**src/rtl/branch_pkg.sv**
```systemverilog
// rtl/branch_pkg.sv - shared opcodes, func3 codes, FSM states and BHT helpers for branch resolution
package branch_pkg;

    localparam logic [6:0] OP_BRANCH = 7'b1100011;

    localparam logic [2:0] F3_BEQ  = 3'b000;
    localparam logic [2:0] F3_BNE  = 3'b001;
    localparam logic [2:0] F3_BLT  = 3'b100;
    localparam logic [2:0] F3_BGE  = 3'b101;
    localparam logic [2:0] F3_BLTU = 3'b110;
    localparam logic [2:0] F3_BGEU = 3'b111;

    typedef enum logic [1:0] {
        IDLE  = 2'd0,
        WAIT  = 2'd1,
        REDIR = 2'd2
    } br_state_t;

    // Weakly not-taken so a fresh entry flips after a single taken outcome.
    localparam logic [1:0] BHT_RST = 2'b01;

    function automatic logic [1:0] bht_next(input logic [1:0] ctr, input logic taken);
        logic [1:0] nxt;
        nxt = ctr;
        if (taken && ctr != 2'b11) begin
            nxt = ctr + 2'b01;
        end else if (!taken && ctr != 2'b00) begin
            nxt = ctr - 2'b01;
        end
        return nxt;
    endfunction

endpackage

```
**src/rtl/branch_bht.sv**
```systemverilog
// rtl/branch_bht.sv - 2-bit saturating branch history table with one lookup and one update port
module branch_bht
    import branch_pkg::*;
#(
    parameter int IDX_W = 6
) (
    input  logic             clk,
    input  logic             rst_n,
    input  logic [IDX_W-1:0] lookup_idx,
    output logic             lookup_taken,
    input  logic             upd_en,
    input  logic [IDX_W-1:0] upd_idx,
    input  logic             upd_taken
);

    localparam int ENTRIES = 1 << IDX_W;

    logic [1:0] ctr [ENTRIES];

    // Lookup reads the pre-edge value, so a same-cycle update to the same index is not visible yet.
    assign lookup_taken = ctr[lookup_idx][1];

    always_ff @(posedge clk or negedge rst_n) begin
        if (!rst_n) begin
            for (int i = 0; i < ENTRIES; i++) begin
                ctr[i] <= BHT_RST;
            end
        end else if (upd_en) begin
            ctr[upd_idx] <= bht_next(ctr[upd_idx], upd_taken);
        end
    end

endmodule

```
**src/rtl/branch_resolve_ctrl.sv**
```systemverilog
// rtl/branch_resolve_ctrl.sv - ID-stage branch resolve/redirect sequencer; BRANCH_PRED_EN adds a BHT predictor
module branch_resolve_ctrl
    import branch_pkg::*;
#(
    parameter int BHT_IDX_W = 6,
    parameter int CNT_W     = 32
) (
    input  logic             clk,
    input  logic             rst_n,
    input  logic             id_valid,
    input  logic [6:0]       id_op,
    input  logic [2:0]       id_func3,
    input  logic [31:0]      id_pc,
    input  logic [31:0]      id_imm,
    input  logic             id_pred_taken,
    input  logic             rs1_ready,
    input  logic             rs2_ready,
    input  logic [31:0]      rs1_data,
    input  logic [31:0]      rs2_data,
    input  logic             cmp_take,
    input  logic             ex_flush,
    input  logic [31:0]      if_pc,
    output logic [31:0]      cmp_src1,
    output logic [31:0]      cmp_src2,
    output logic [6:0]       cmp_op,
    output logic [2:0]       cmp_func3,
    output logic             stall_id,
    output logic             flush_if_id,
    output logic             redirect_valid,
    output logic [31:0]      redirect_pc,
    output logic             if_pred_taken,
    output logic [CNT_W-1:0] branch_cnt,
    output logic [CNT_W-1:0] mispred_cnt
);

    localparam logic [CNT_W-1:0] CNT_ONE = {{(CNT_W-1){1'b0}}, 1'b1};
    localparam logic [CNT_W-1:0] CNT_MAX = {CNT_W{1'b1}};

    br_state_t state, state_nxt;
    logic      is_br;
    logic      ops_ready;
    logic      pred_taken;
    logic      mispred;
    logic      resolve;

    assign is_br     = id_valid && (id_op == OP_BRANCH);
    assign ops_ready = rs1_ready && rs2_ready;
    assign mispred   = cmp_take ^ pred_taken;

    always_comb begin
        cmp_src1  = '0;
        cmp_src2  = '0;
        cmp_op    = '0;
        cmp_func3 = '0;
        if (is_br) begin
            cmp_src1  = rs1_data;
            cmp_src2  = rs2_data;
            cmp_op    = id_op;
            cmp_func3 = id_func3;
        end
    end

`ifdef BRANCH_PRED_EN
    logic unused_if_pc_bits;

    branch_bht #(
        .IDX_W(BHT_IDX_W)
    ) u_bht (
        .clk          (clk),
        .rst_n        (rst_n),
        .lookup_idx   (if_pc[BHT_IDX_W+1:2]),
        .lookup_taken (if_pred_taken),
        .upd_en       (resolve),
        .upd_idx      (id_pc[BHT_IDX_W+1:2]),
        .upd_taken    (cmp_take)
    );

    assign pred_taken        = id_pred_taken;
    assign unused_if_pc_bits = ^{if_pc[31:BHT_IDX_W+2], if_pc[1:0]};
`else
    localparam int unused_bht_idx_w = BHT_IDX_W;
    logic unused_pred_inputs;

    // Static not-taken: any prediction carried from IF is meaningless here.
    assign if_pred_taken      = 1'b0;
    assign pred_taken         = 1'b0;
    assign unused_pred_inputs = ^{if_pc, id_pred_taken};
`endif

    always_comb begin
        state_nxt      = state;
        stall_id       = 1'b0;
        flush_if_id    = 1'b0;
        redirect_valid = 1'b0;
        resolve        = 1'b0;
        unique case (state)
            IDLE: begin
                if (is_br) begin
                    if (ops_ready) begin
                        resolve = 1'b1;
                    end else begin
                        stall_id  = 1'b1;
                        state_nxt = WAIT;
                    end
                end
            end
            WAIT: begin
                if (!is_br) begin
                    state_nxt = IDLE;
                end else if (ops_ready) begin
                    resolve = 1'b1;
                end else begin
                    stall_id = 1'b1;
                end
            end
            REDIR: begin
                // Whatever sits in ID now is wrong-path and gets squashed, never resolved.
                redirect_valid = 1'b1;
                flush_if_id    = 1'b1;
                state_nxt      = IDLE;
            end
            default: begin
                state_nxt = IDLE;
            end
        endcase

        if (resolve) begin
            state_nxt = mispred ? REDIR : IDLE;
        end

        // An older redirect or trap outranks anything this stage is doing.
        if (ex_flush) begin
            state_nxt      = IDLE;
            stall_id       = 1'b0;
            flush_if_id    = 1'b0;
            redirect_valid = 1'b0;
            resolve        = 1'b0;
        end
    end

    always_ff @(posedge clk or negedge rst_n) begin
        if (!rst_n) begin
            state       <= IDLE;
            branch_cnt  <= '0;
            mispred_cnt <= '0;
            redirect_pc <= '0;
        end else begin
            state <= state_nxt;
            if (resolve) begin
                if (branch_cnt != CNT_MAX) begin
                    branch_cnt <= branch_cnt + CNT_ONE;
                end
                if (mispred) begin
                    if (mispred_cnt != CNT_MAX) begin
                        mispred_cnt <= mispred_cnt + CNT_ONE;
                    end
                    redirect_pc <= cmp_take ? (id_pc + id_imm) : (id_pc + 32'd4);
                end
            end
        end
    end

endmodule
```
**config.mk**
```make
export PLATFORM = sky130hd
export DESIGN_NAME = branch_resolve_ctrl
export DESIGN_NICKNAME = d
export VERILOG_FILES = /design/src/rtl/branch_pkg.sv /design/src/rtl/branch_bht.sv /design/src/rtl/branch_resolve_ctrl.sv
export SDC_FILE = /design/constraint.sdc
export NUM_CORES = 1
export LEC_CHECK = 0
export BUFFER_PORTS_ARGS = -buffer_cell sky130_fd_sc_hd__buf_2
export CORE_MARGIN = 4
export CORE_UTILIZATION = 40
export DETAILED_ROUTE_END_ITERATION = 8
export PLACE_DENSITY = 0.71
export SETUP_SLACK_MARGIN = 0.1
export SYNTH_ARGS = -nofsm -noshare
export SYNTH_HDL_FRONTEND = slang
export SYNTH_SLANG_ARGS = --single-unit
```
**constraint.sdc**
```tcl
create_clock -name clk -period 4.2 [get_ports clk]
set_input_delay 1.26 -clock clk [delete_from_list [all_inputs] [get_ports clk]]
set_output_delay 1.26 -clock clk [all_outputs]
set_load 0.02 [all_outputs]
```
=== Word level (Yosys, flattened, before mapping) ===
Index checks and enable logic that the tools add are counted.

* Flip-flop bits (word level): 98
* Input bits: 178

* Eq/ne operators: 8
* Muxes and demuxes: 21
* Reduce and logical (&&, ||, !) cells: 8
* $add $sub $neg: 3

{| class="wikitable"
|+ Operator list
! operator !! number
|-
| adder 32 x 1 -> 32 bit, second input constant || 2
|-
| two-way mux 32 bit || 2
|-
| != test 32 bit, second input constant || 2
|-
| adder 32 bit || 1
|-
| two-way mux 2 bit || 6
|-
| != test 4 bit, second input constant || 3
|-
| two-way mux 1 bit || 10
|-
| equality test 7 bit, second input constant || 1
|-
| two-way mux 7 bit || 1
|-
| AND reduction 3 bit || 2
|-
| case mux 2 bit (2 select lines) || 1
|-
| AND reduction 2 bit || 2
|-
| two-way mux 3 bit || 1
|-
| equality test 2 x 1 -> 1 bit, second input constant || 1
|-
| equality test 2 bit, second input constant || 1
|-
| logical AND 1 bit || 2
|-
| zero test 2 bit || 1
|-
| OR reduction 2 bit || 1
|}

=== Depth between registers and ports, before layout ===
* Word-level depth: 6
* Gate-level depth with buffers: 10
* Gate-level depth less buffers: 9

=== Least setup slack after synthesis ===
No wires, ideal clock.

* Path type: input to output
* Start: in id_op[4]
* End: out stall_id
* Arrival time: 3017 ps
* Buffers on the path: 1
* Path slack: -77 ps
* Cell stages on the path: 5
* Required time: 2940 ps
* Cell sequence: and4b_1 > buf_2 > and2_4 > inv_1 > a2111oi_0

* Longest elaborated chain between the ends: 5

{| class="wikitable"
|+ Ends and longest elaborated chain
! item !! line !! RTL
|-
| start, declared || branch_resolve_ctrl.sv:11 || <nowiki>input logic [6:0] id_op,</nowiki>
|-
| equality test 7 bit || branch_resolve_ctrl.sv:46 || <nowiki>assign is_br = id_valid && (id_op == OP_BRANCH);</nowiki>
|-
| logical AND 1 bit || branch_resolve_ctrl.sv:46 ||
|-
| two-way mux 1 bit || branch_resolve_ctrl.sv:108 || <nowiki>if (!is_br) begin</nowiki>
|-
| two-way mux 1 bit || n/a ||
|-
| two-way mux 1 bit || branch_resolve_ctrl.sv:132 || <nowiki>if (ex_flush) begin</nowiki>
|-
| end, declared || branch_resolve_ctrl.sv:27 || <nowiki>output logic stall_id,</nowiki>
|}

No other way between the ends.

=== Final worst setup path ===
* Start: in id_op[3]
* End: out cmp_src1[6]

* Longest elaborated chain between the ends: 3

{| class="wikitable"
|+ Ends and longest elaborated chain
! item !! line !! RTL
|-
| equality test 7 bit || branch_resolve_ctrl.sv:46 ||
|-
| logical AND 1 bit || branch_resolve_ctrl.sv:46 ||
|-
| two-way mux 32 bit || branch_resolve_ctrl.sv:55 || <nowiki>if (is_br) begin</nowiki>
|-
| end, declared || branch_resolve_ctrl.sv:23 || <nowiki>output logic [31:0] cmp_src1,</nowiki>
|}

No other way between the ends.

==> results.yml <==
grt:
  grt_pass1_wl_mm: 32.0
  grt_pass1_vias: 6117
  grt-ovfl-total: 0
  antenna_found_initial: 1
  track_usage_pct: 21.7
  grt_max_degree: 73
pwr:
  p_leak_nw: 4.87
  ir_drop_v: 0.000179
  power_density_nw_per_um2: 253
sta:
  skew_ns: 0.00833
  hold_viol: 0
  whs_ns: 0.479
  tightest_slew_ns: 0.659
  clock.fmax_mhz: 262
  period_needed_ns: 3.81
  timing.setup.tns_ns: 0
  setup_viol: 0
  drv_slew: 0
  finalCritPeriodShare_pct: 90.8
  grt_setup_unrepaired: "no"
  max_slew_margin_pct: 55.8
logic_synthesis:
  ys_seq_area_share_pct: 37.2
  ys_ff_latch: 98
  synth_area_leaders: "dfrtp_1, and3_1, xnor2_1"
  synth.cell_area_sq_um: 6600
  synth_cell_types: 73
  ys_warn_count: 0
  async_flop_share_pct: 100
  post-synth-top-area-fraction_pct: 37.2
  yosysMostFrequentCell: "dfrtp_1"
  synth_enable_flop_cells: 0
  yosys.area.top_type: "dfrtp_1"
  synth_commonest_cells: "dfrtp_1, and3_1, nand2_1"
  ys.flop_type: "dfrtp_1"
  syn_inst: 731
  avgSynthCellArea_sq_um: 9.02
hold_path:
  hold_path_class: "flop to flop"
  hp-start: "redirect_pc[13]"
  holdPathEnd: "redirect_pc[13]"
  hold_depth: 2
setup_path:
  path_buf_inv: 3
  reg2reg_depth: 7
  reg2reg_from: "state[1]"
  worst_ep_arrival_time_ns: 2.55
  cp_cell_sequence: "buf_2 > and4bb_2 > buf_4 > and3_1 > buf_2"
  slowest_stage: "buf_4"
  r2r_end: "mispred_cnt[21]"
  path_class: "primary input to output pin"
  path_max_fanout: 72
  cpMostUsedCell: "buf_2"
  r2r_setup_slack_ns: 1.79
  end_kind: "output pin"
  required_ns: 2.94
  crit_family: "buffers and inverters"
  start_kind: "primary input"
  cpPeakStageDelay_ns: 0.45
cts:
  cts_tree: "yes"
  ctsHoldBuffers: 0
  cts.reportedPaths.clkPinSlew_ns: 0.07
  cts_buffers: 9
  cts-htree-levels: 3
  clk_latency_ns: 0.35
  cts-resized-gates: 0
  clock-sinks: 98
  root_buffer: "clkbuf_16"
  post_cts_buffers: 0
  cts_buffer_depth: 2
place:
  hpwl_mm: 16.6
  gp_congestion: 0.898
  numPortBuffers: 314
floorplan:
  rows: 46
  die_w_microns: 136
  dieArea_sq_um: 18600
  core_sq_um: 16000
  die_h_microns: 136
  start_util_pct: 41.2
  ios: 352
detailed_routing:
  met1Wirelength_mm: 9.42
  finalWirelength_mm: 21.0
  ant_nets: 0
  top_layer: "met5"
  route.met3.wl_mm: 1.65
  drt_pass1_iterations: 4
  drc_errors: 0
  drtIter0Drc: 389
  dr_total_vias: 6595
  route.met2.wl_mm: 9.65
  via_per_inst: 5.31
  wire_per_inst_microns: 16.9
final_layout:
  nFillCells: 1517
  finish.net_count: 1233
  seq_area_sq_um: 2450
  syn_to_final_growth_pct: 30.1
  layout-drive-gt1-share_pct: 35.5
  multi_input_area_sq_um: 3880
  diodes: 0
status:
  status: "complete, no violations"
run:
  drv_cap: 0
## power by group
part	leakage [nW]	switching [W]	total, W	internal [W]
clock	0.142	0.000394	0.000825	0.000431
combinational	3.36	0.000229	0.000397	0.000168
sequential	1.36	0.00000221	0.000949	0.000946
## how the worst max path moves through the flow
stage	from	endpoint	slack [ns]	cells past startpoint
after floorplan	id_op[4]	stall_id	0.17	5
after global placement	id_op[3]	cmp_src1[6]	0.41	5
after detailed placement	id_op[3]	cmp_src1[6]	0.42	5
after CTS	id_op[3]	cmp_src2[26]	0.42	5
after global routing	id_op[3]	cmp_func3[2]	0.27	5
final	id_op[3]	cmp_src1[6]	0.39	5
## sequential cells by signal, indices dropped and copies added, names as in the netlist
signal       cells
redirect_pc     32
state            2
mispred_cnt     32
branch_cnt      32
## layout make-up
type                       instances  share of cell area (%)
inverter                          14                   0.627
tap                              216                    3.15
sequential                        98                    28.6
clock inverter                     6                   0.627
multi-input combinational        578                    45.2
clock buffer                      10                    2.79
timing repair buffer             320                    19.0
## through the flow
| stage | area (sq um) | instances | setup slack (ns) | total power [W] | utilization [%] |
|---|---|---|---|---|---|
| after floorplan | 6610 | 734 | 0.169 | 0.00121 | - |
| after global placement | 8290 | 1226 | 0.414 | 0.00136 | 51.8 |
| after detailed placement | 8290 | 1226 | 0.423 | 0.00136 | 51.8 |
| after CTS | 8580 | 1242 | 0.417 | 0.00220 | 53.6 |
| after global routing | 8580 | 1242 | 0.273 | 0.00228 | 53.6 |
| final | 8580 | 1242 | 0.385 | 0.00217 | 53.6 |
## kinds of logic (layout without fill, tap and decap cells)
| group | count (synthesis) | in the layout | share of synthesized area (%) |
|---|---|---|---|
| adders and majority gates | 34 | 34 | 6.56 |
| other | 1 | 4 | 0.0569 |
| xor gates and xnor gates | 84 | 84 | 11.2 |
| AOI/OAI and AO/OA | 135 | 135 | 13.9 |
| DFF | 98 | 98 | 37.2 |
| buffers and inverters | 58 | 350 | 4.23 |
| and+or+nand+nor | 317 | 317 | 26.2 |
| muxes | 4 | 4 | 0.645 |
## worst reg2reg max path, delay by kind of cell, from the launching register on
| family | cells | cell delay [ns] |
|---|---|---|
| AOI/OAI and AO/OA | 1 | 0.12 |
| and+or+nand+nor | 4 | 1.45 |
| buffers and inverters | 1 | 0.16 |
| xor gates and xnor gates | 1 | 0.16 |
| DFF | 1 | 0.42 |
## layout by cell type, fill, tap and decap left out, types with 4 or more instances in the layout
cell / n
buf_2: 313
dfrtp_1: 98
and3_1: 79
nand2_1: 78
xnor2_1: 49
nand3_1: 42
nor2_1: 38
xor2_1: 35
o21ai_0: 35
ha_1: 33
a21oi_1: 31
nand4_1: 22
a21o_1: 15
inv_1: 13
nor3_1: 9
clkbuf_16: 9
and2_1: 7
a31oi_1: 6
buf_4: 6
nor3_2: 5
o21bai_1: 5
o21ai_1: 4
or3_1: 4
nand2b_1: 4
conb_1: 4
inv_6: 4
## metal layers
metal,track usage (%),vias up
li1,-,3193
met1,29.7,3124
met2,34.9,258
met3,5.40,18
met4,4.82,2
met5,0,-
No activity file was read; power rests on OpenSTA's default activity.
